## config.mk

```make
export PLATFORM = sky130hd
export DESIGN_NAME = mem_port_arbiter
export DESIGN_NICKNAME = d
export VERILOG_FILES = /design/src/rtl/pipe_pkg.sv /design/src/rtl/mem_timeout_ctr.sv /design/src/rtl/mem_port_arbiter.sv
export SDC_FILE = /design/constraint.sdc
export NUM_CORES = 1
export LEC_CHECK = 0
export ABC_CLOCK_PERIOD_IN_PS = 2200
export BUFFER_PORTS_ARGS = -buffer_cell sky130_fd_sc_hd__buf_2
export CORE_MARGIN = 5
export CORE_UTILIZATION = 47
export DETAILED_ROUTE_END_ITERATION = 6
export PLACE_DENSITY = 0.79
export SYNTH_ARGS = -nofsm -noshare
export SYNTH_HDL_FRONTEND = slang
export SYNTH_SLANG_ARGS = --single-unit
```

## constraint.sdc

```tcl
create_clock -name clk -period 2.2 [get_ports clk]
set_input_delay 0.44 -clock clk [delete_from_list [all_inputs] [get_ports clk]]
set_output_delay 0.44 -clock clk [all_outputs]
set_load 0.005 [all_outputs]
```

## src/rtl/pipe_pkg.sv

```systemverilog
// pipe_pkg: shared pipeline constants and types.
// Arbiter state encoding, the NOP instruction and base opcodes.
package pipe_pkg;

    typedef enum logic [1:0] {
        ST_IDLE  = 2'd0,
        ST_FETCH = 2'd1,
        ST_DATA  = 2'd2,
        ST_RESP  = 2'd3
    } arb_state_t;

    localparam logic [31:0] NOP_INSTR = 32'h0000_0013;

    localparam logic [6:0] OP_LOAD   = 7'b000_0011;
    localparam logic [6:0] OP_STORE  = 7'b010_0011;
    localparam logic [6:0] OP_BRANCH = 7'b110_0011;
    localparam logic [6:0] OP_JAL    = 7'b110_1111;
    localparam logic [6:0] OP_JALR   = 7'b110_0111;
    localparam logic [6:0] OP_OPIMM  = 7'b001_0011;
    localparam logic [6:0] OP_OP     = 7'b011_0011;
    localparam logic [6:0] OP_LUI    = 7'b011_0111;
    localparam logic [6:0] OP_AUIPC  = 7'b001_0111;

    function automatic logic is_mem_op(input logic [6:0] op);
        return (op == OP_LOAD) || (op == OP_STORE);
    endfunction

endpackage

```

## src/rtl/mem_timeout_ctr.sv

```systemverilog
// mem_timeout_ctr: loadable down-counter with expiry flag.
// Expired while the count sits at zero; it never wraps.
module mem_timeout_ctr #(
    parameter int W = 8
) (
    input  logic         clk,
    input  logic         rst,
    input  logic         i_load,
    input  logic [W-1:0] i_load_val,
    input  logic         i_en,
    output logic         o_expired
);
    import pipe_pkg::*;

    logic [W-1:0] r_cnt;

    always_ff @(posedge clk) begin
        if (rst) begin
            r_cnt <= '0;
        end else if (i_load) begin
            r_cnt <= i_load_val;
        end else if (i_en && (r_cnt != '0)) begin
            r_cnt <= r_cnt - 1'b1;
        end
    end

    assign o_expired = (r_cnt == '0);

endmodule

```

## src/rtl/mem_port_arbiter.sv

```systemverilog
// mem_port_arbiter: shares one memory port between IF fetch and MEM access.
// Data beats fetch; bus outputs are registered; a timeout returns NOP or zero.
module mem_port_arbiter #(
    parameter int                ADDR_W    = 32,
    parameter int                DATA_W    = 32,
    parameter int                TIMEOUT   = 255,
    parameter logic [DATA_W-1:0] NOP_INSTR = DATA_W'(pipe_pkg::NOP_INSTR)
) (
    input  logic                  clk,
    input  logic                  rst,
    input  logic                  if_req,
    input  logic [ADDR_W-1:0]     if_addr,
    input  logic                  if_flush,
    output logic [DATA_W-1:0]     if_rdata,
    output logic                  if_valid,
    input  logic                  dm_rd,
    input  logic                  dm_wr,
    input  logic [ADDR_W-1:0]     dm_addr,
    input  logic [DATA_W-1:0]     dm_wdata,
    input  logic [DATA_W/8-1:0]   dm_be,
    output logic [DATA_W-1:0]     dm_rdata,
    output logic                  dm_done,
    output logic                  stall_if,
    output logic                  stall_mem,
    output logic                  bus_req,
    output logic                  bus_we,
    output logic [ADDR_W-1:0]     bus_addr,
    output logic [DATA_W-1:0]     bus_wdata,
    output logic [DATA_W/8-1:0]   bus_be,
    input  logic                  bus_ack,
    input  logic [DATA_W-1:0]     bus_rdata,
    output logic                  bus_err
);
    import pipe_pkg::*;

    localparam int CNT_W = (TIMEOUT > 1) ? $clog2(TIMEOUT) : 1;
    localparam logic [CNT_W-1:0] CNT_LOAD = CNT_W'(TIMEOUT - 1);

    arb_state_t r_state;
    arb_state_t w_next;
    logic       r_is_data;
    logic       r_drop;
    logic       w_dm_req;
    logic       w_start;
    logic       w_busy;
    logic       w_ack;
    logic       w_expired;
    logic       w_timeout;

    assign w_dm_req  = dm_rd | dm_wr;
    assign w_start   = (r_state == ST_IDLE) & (w_dm_req | if_req);
    assign w_busy    = (r_state == ST_FETCH) | (r_state == ST_DATA);
    assign w_ack     = w_busy & bus_ack;
    assign w_timeout = w_busy & ~bus_ack & w_expired;

    // Loaded with TIMEOUT-1 so bus_req stays up for exactly TIMEOUT cycles
    mem_timeout_ctr #(
        .W(CNT_W)
    ) u_tmo (
        .clk       (clk),
        .rst       (rst),
        .i_load    (w_start),
        .i_load_val(CNT_LOAD),
        .i_en      (w_busy & ~bus_ack),
        .o_expired (w_expired)
    );

    always_ff @(posedge clk) begin
        if (rst) begin
            r_state <= ST_IDLE;
        end else begin
            r_state <= w_next;
        end
    end

    always_comb begin
        w_next = r_state;
        unique case (r_state)
            ST_IDLE: begin
                if (w_dm_req) begin
                    w_next = ST_DATA;
                end else if (if_req) begin
                    w_next = ST_FETCH;
                end
            end
            ST_FETCH, ST_DATA: begin
                if (bus_ack || w_expired) begin
                    w_next = ST_RESP;
                end
            end
            ST_RESP: w_next = ST_IDLE;
            default: w_next = ST_IDLE;
        endcase
    end

    always_comb begin
        if_valid = 1'b0;
        dm_done  = 1'b0;
        if (r_state == ST_RESP) begin
            dm_done  = r_is_data;
            if_valid = ~r_is_data & ~r_drop & ~if_flush;
        end
    end

    always_ff @(posedge clk) begin
        if (rst) begin
            bus_req   <= 1'b0;
            bus_we    <= 1'b0;
            bus_addr  <= '0;
            bus_wdata <= '0;
            bus_be    <= '0;
            if_rdata  <= '0;
            dm_rdata  <= '0;
            bus_err   <= 1'b0;
            r_drop    <= 1'b0;
            r_is_data <= 1'b0;
        end else begin
            if (w_start) begin
                bus_req   <= 1'b1;
                r_is_data <= w_dm_req;
                if (w_dm_req) begin
                    bus_we    <= dm_wr;
                    bus_addr  <= dm_addr;
                    bus_wdata <= dm_wdata;
                    bus_be    <= dm_wr ? dm_be : '1;
                end else begin
                    bus_we    <= 1'b0;
                    bus_addr  <= if_addr;
                    bus_wdata <= '0;
                    bus_be    <= '1;
                end
            end
            if (w_ack) begin
                bus_req <= 1'b0;
                if (!r_is_data) begin
                    if_rdata <= bus_rdata;
                end else if (!bus_we) begin
                    dm_rdata <= bus_rdata;
                end
            end else if (w_timeout) begin
                bus_req <= 1'b0;
                bus_err <= 1'b1;
                if (!r_is_data) begin
                    if_rdata <= NOP_INSTR;
                end else if (!bus_we) begin
                    dm_rdata <= '0;
                end
            end
            // A fetch in flight cannot be aborted; only its response is dropped
            if ((r_state == ST_FETCH) && if_flush) begin
                r_drop <= 1'b1;
            end else if (r_state == ST_RESP) begin
                r_drop <= 1'b0;
            end
        end
    end

    assign stall_mem = w_dm_req & ~dm_done;
    assign stall_if  = (if_req & ~if_valid) | stall_mem;

endmodule

```

Word-level counts from Yosys, hierarchy flattened --
Cells that the tools add are included.
Word-level totals: bits of input ports 139, register bits after elaboration 147, output and inout bits 139, logic and storage cells 85
Operators by class: bitwise operators 19, mux-type cells 25, add/subtract/negate cells 1, eq/ne operators 11, reduce and logical (&&, ||, !) cells 16
Operator list (count):
- two-way mux 32 bit | 12
- two-way mux 8 bit | 2
- inequality test 2 bit, second input constant | 7
- bitwise AND 1 bit | 8
- zero test 8 bit | 1
- two-way mux 4 bit | 2
- nonzero test 8 bit | 1
- subtractor 8 x 1 -> 8 bit, second input constant | 1
- inverter 1 bit | 7
- two-way mux 2 bit | 3
- one-hot mux 2 bit (3 select lines) | 1
- nonzero test 2 bit | 3
- two-way mux 1 bit | 5
- AND reduction 5 bit | 1
- equality test 2 bit, second input constant | 2
- bitwise OR 1 bit | 4
- AND reduction 2 bit | 2
- OR reduction 2 bit | 2
- inequality test 3 bit, second input constant | 1
- AND reduction 3 bit | 1
- OR reduction 3 bit | 1
- equality test 2 x 1 -> 1 bit, second input constant | 1
- logical AND 1 bit | 2
- zero test 2 bit | 1
- logical OR 1 bit | 1

Logic depth before layout (Yosys ltp) --
word-level depth 7, gate-level depth with buffers 8

Modules after synthesis --
A second synthesis with hierarchy kept.
Unflattened totals: cell total of the unflattened synthesis 697, area, all modules 6009.5 um2
Modules (own cells, without submodules):
- mem_port_arbiter | area each 5494.0 um2, seq. area each 2782.7 um2, instances 1, cells an instance 638
- mem_timeout_ctr | area each 515.5 um2, seq. area each 160.2 um2, instances 1, cells an instance 59

Worst setup path after synthesis --
OpenSTA, ideal clock, no wires.
path kind flip-flop to flip-flop, start register r_state[0], end register if_rdata[10], stages on the path, launching flop included 8, slack 0.455 ns, required time 2.114 ns, arrival 1.660 ns, cell sequence dfxtp_1 -> inv_1 -> ha_1 -> nand2_1 -> nor2_1 -> clkbuf_1 -> a21oi_1 -> a211oi_1
Between the ends: word-level cells in the longest chain between the ends 6, elaborated cells on any way between the ends 11, classes of those cells 4 x eq/ne; 1 x mux; 4 x bitwise; 2 x reduce/logical
RTL lines:
- start: declaration | line mem_port_arbiter.sv:39 | arb_state_t r_state;
- start signal: assignment | line mem_port_arbiter.sv:72 | r_state <= w_next;
- equality test 2 x 1 -> 1 bit or equality test 2 bit (tied branches) | line mem_port_arbiter.sv:52 | assign w_busy = (r_state == ST_FETCH) | (r_state == ST_DATA);
- bitwise OR 1 bit * | line mem_port_arbiter.sv:52
- bitwise AND 1 bit (2 in a row) | line mem_port_arbiter.sv:54 | assign w_timeout = w_busy & ~bus_ack & w_expired;
- inequality test 2 bit (no line) or nonzero test 2 bit (tied branches)
- AND reduction 3 bit (no line)
- end signal: assignment | line mem_port_arbiter.sv:136 | if_rdata <= bus_rdata;
- end: declaration | line mem_port_arbiter.sv:14 | output logic [DATA_W-1:0] if_rdata,
Every way passes the cells marked *; elsewhere a longest branch is shown, timed or not. A chain may end at the register's enable or synchronous reset.

Final worst setup path --
start register r_state[0], end output stall_if
Between the ends: word-level cells in the longest chain between the ends 5, elaborated cells on any way between the ends 8, classes of those cells 1 x eq/ne; 2 x mux; 5 x bitwise
RTL lines:
- equality test 2 bit * | line mem_port_arbiter.sv:99 | if (r_state == ST_RESP) begin
- two-way mux 1 bit | line mem_port_arbiter.sv:99
- inverter 1 bit, on equally long branches | line mem_port_arbiter.sv:159, mem_port_arbiter.sv:158
- bitwise AND 1 bit, on equally long branches | line mem_port_arbiter.sv:159, mem_port_arbiter.sv:158
- bitwise OR 1 bit * | line mem_port_arbiter.sv:159 | assign stall_if = (if_req & ~if_valid) | stall_mem;
- end: declaration | line mem_port_arbiter.sv:23 | output logic stall_if,
Marked as above.

==> impl_results.md <==
- Vias in the first global route: 5535
- Sw power: 3.762 mW
- Worst-margin pin slew: 0.4230 ns
- Area delta synth->final: 34.69%
- Final setup skew: 0.007793 ns
- Initial antenna violation count: 0
- TNS Setup: 0 ns
- RSZ-0062 raised after global routing: no
- CTS Hold Bufs: 0
- Die Wd: 122.8 um
- Final hold violations: 0
- Internal Pwr Total: 6.769 mW
- Buf/Inv on CP: 1
- Worst-path clk slew: 0.06 ns
- Status: completed
- DR WL met2: 8.620 mm
- Pwr dens: 1308 nW/um2
- Reg power frac: 35.9%
- DP HPWL: 11.99 mm
- Postcts setup bufs: 0
- Syn avg cell area: 9.070 um2
- Final setup fails: 0
- Max cap viols: 0
- Final setup margin: 0.1569 ns
- Ports: 278
- GR Overflow Total: 0
- WL/cell: 16.16 um
- Switch share: 35.72%
- DRT antenna net count: 0
- Starting Density: 47.56%
- #FFs+latches synth: 147
- CP required: 1.76 ns
- GR Util All Layers: 22.49%
- First-pass GRT wire length: 27.35 mm
- CP Launch Type: flop
- Placed cells: 1058
- Syn Nets: 803
- Max Root-Sink Buffers: 2
- WL final: 17.61 mm
- Worst hold path type: in2reg
- Synth Instances: 659
- Ys async rst share: 0%
- Chip height: 122.8 um
- CTS H-tree depth: 4
- CP Data Arrival Time: 1.60 ns
- Post-cts sizing count: 0
- Layout cells sized above 1: 37.15%
- Yosys warnings: 0
- Crit Path Category: reg2out
- CTS tree: yes
- Most common library cell in the layout ignoring fill and taps: buf_2
- Iter 0 DRT Violations: 419
- Most frequent cells in the layout: buf_2 (276), dfxtp_1 (147), a21oi_1 (101), nand2_1 (101), a311oi_1 (67)
- Crit end category: output pin
- Yosys cell types: 44
- Max Transition Viols Final: 0
- Cells along the critical path: ha_1 > nor4b_1 > o22ai_1 > buf_2
- Latest clock arrival within the worst-skew pair: 0.41 ns
- Die area: 15070 um2
- Number of flops mapped to enable cells by yosys: 0
- Diodes inserted: 0
- Mapped Area: 5977 um2
- CTS Sinks: 147
- Clock group share of total power: 27.0%
- Root buf cell: clkbuf_16
- Critical path peak fanout: 4
- Via count: 5934
- Routability cong.: 0.8212
- Final std cells w/o fill: 1090
- Max IR drop VDD: 605.4 uV
- Critical path's slowest cell: dfxtp_1
- Top FF cell, synth: dfxtp_1
- F_max: 0.4895 GHz
- Drt via density: 5.444
- CORE AREA: 12570 um2
- Rows: 41
- Pre-CTS setup slack: 0.2774 ns
- Drt first pass iters: 4
- Layout Nets: 1049
- Number of buffers created by CTS: 17
- Seq/Total Area, Yosys: 49.24%
- Met1 wire length: 7.104 mm
- Met3 WL: 1.424 mm
- Rel. slew slack: 71.59%
- Final period util: 92.87%
- Largest net degree at the start of global routing: 85
- Port Buf Inserts: 277
- Final min period: 2.043 ns
- P_leak: 3.582 nW
- WHS: 0.2387 ns
- Fill cells: 1095
- Worst path max stage delay: 0.38 ns
- Residual DRC: 0
- DR top layer: met4
- Critical path's top delay family: flip-flops
- Comb power frac: 37.0%
[path summary, 6_finish.rpt]
check,cells past startpoint,start,slack [ns],end
worst max-delay path,4,r_state[0]$_SDFFE_PP0P_,0.16,stall_if
worst min-delay path,2,dm_wdata[25],0.24,bus_wdata[25]$_SDFFE_PP0P_
worst max register to register,7,u_tmo.r_cnt[0]$_SDFFE_PP0P_,0.25,dm_rdata[4]$_SDFFE_PP0P_
worst min register to register,1,if_rdata[4]$_SDFFE_PP0P_,0.47,if_rdata[4]$_SDFFE_PP0P_
[final cells by class]
class                   count  area [um2]  area share, %
clock inverters            13       135.1          1.679
clock buffers              19       452.9          5.626
flip-flops and latches    147        2943          36.56
multi-input cells         437        2686          33.37
repair buffers            293        1584          19.68
inverters                   9       33.78         0.4196
well taps                 172       215.2          2.673
[power groups by stage]
stage               logic, mW  registers [mW]  clock network [mW]
global route             4.31            3.87                3.01
finish                   3.90            3.79                2.85
detailed placement       3.90            3.83                   0
CTS                      3.92            3.79                2.89
floorplan                2.45            3.87                   0
global placement         3.83            3.81                   0
[worst reg2reg max path: stages, from the launching register on]
cell and delay (ns):
dfxtp_1 0.33, inv_1 0.06, ha_1 0.26, nor3b_4 0.37, a21oi_1 0.18, nor2b_4 0.22
buf_12 0.25, a311oi_1 0.15
[cells in the mapped netlist, types with 6 or more instances]
| cell | count | area [um2] |
|---|---|---|
| a311oi_1 | 67 | 586.8 |
| nand2_1 | 101 | 379.1 |
| inv_1 | 9 | 33.78 |
| a211oi_1 | 32 | 240.2 |
| a22o_1 | 32 | 280.3 |
| a21oi_1 | 101 | 505.5 |
| clkbuf_1 | 28 | 105.1 |
| buf_4 | 14 | 105.1 |
| nor2_1 | 47 | 176.4 |
| dfxtp_1 | 147 | 2943 |
| nor3_1 | 6 | 30.03 |
| buf_2 | 20 | 100.1 |
[metrics by stage]
stage	utilization (%)	total power [mW]	instance area (um2)
final	64.05	10.53	8050
after CTS	64.05	10.60	8050
after global routing	64.05	11.19	8050
after global placement	59.37	7.641	7462
after detailed placement	59.37	7.725	7462
after floorplan	-	6.317	5977
[flip-flops by register name, summed over array words and instances (netlist names), 2 cells and up]
| register | flops |
|---|---|
| bus_addr | 32 |
| bus_be | 4 |
| bus_wdata | 32 |
| dm_rdata | 32 |
| if_rdata | 32 |
| r_state | 2 |
| u_tmo.r_cnt | 8 |
[logic make-up (layout without fill, tap and decap cells)]
group	count (synthesis)	count (layout)	share of synthesized area, %
flops	147	147	49.24
compound gates	251	251	29.62
fa+ha+maj	5	5	1.047
buf+inv	75	334	6.406
mux	1	1	0.1675
simple gates	178	178	13.23
xor+xnor	2	2	0.2931
[layer usage]
metal / GRT usage [%] / vias to the layer above
met1: 27.63 / 2742
met4: 9.867 / 0
met5: 0 / -
li1: - / 2928
met3: 6.129 / 37
met2: 36.93 / 227
(Power assumes the default switching activity.)
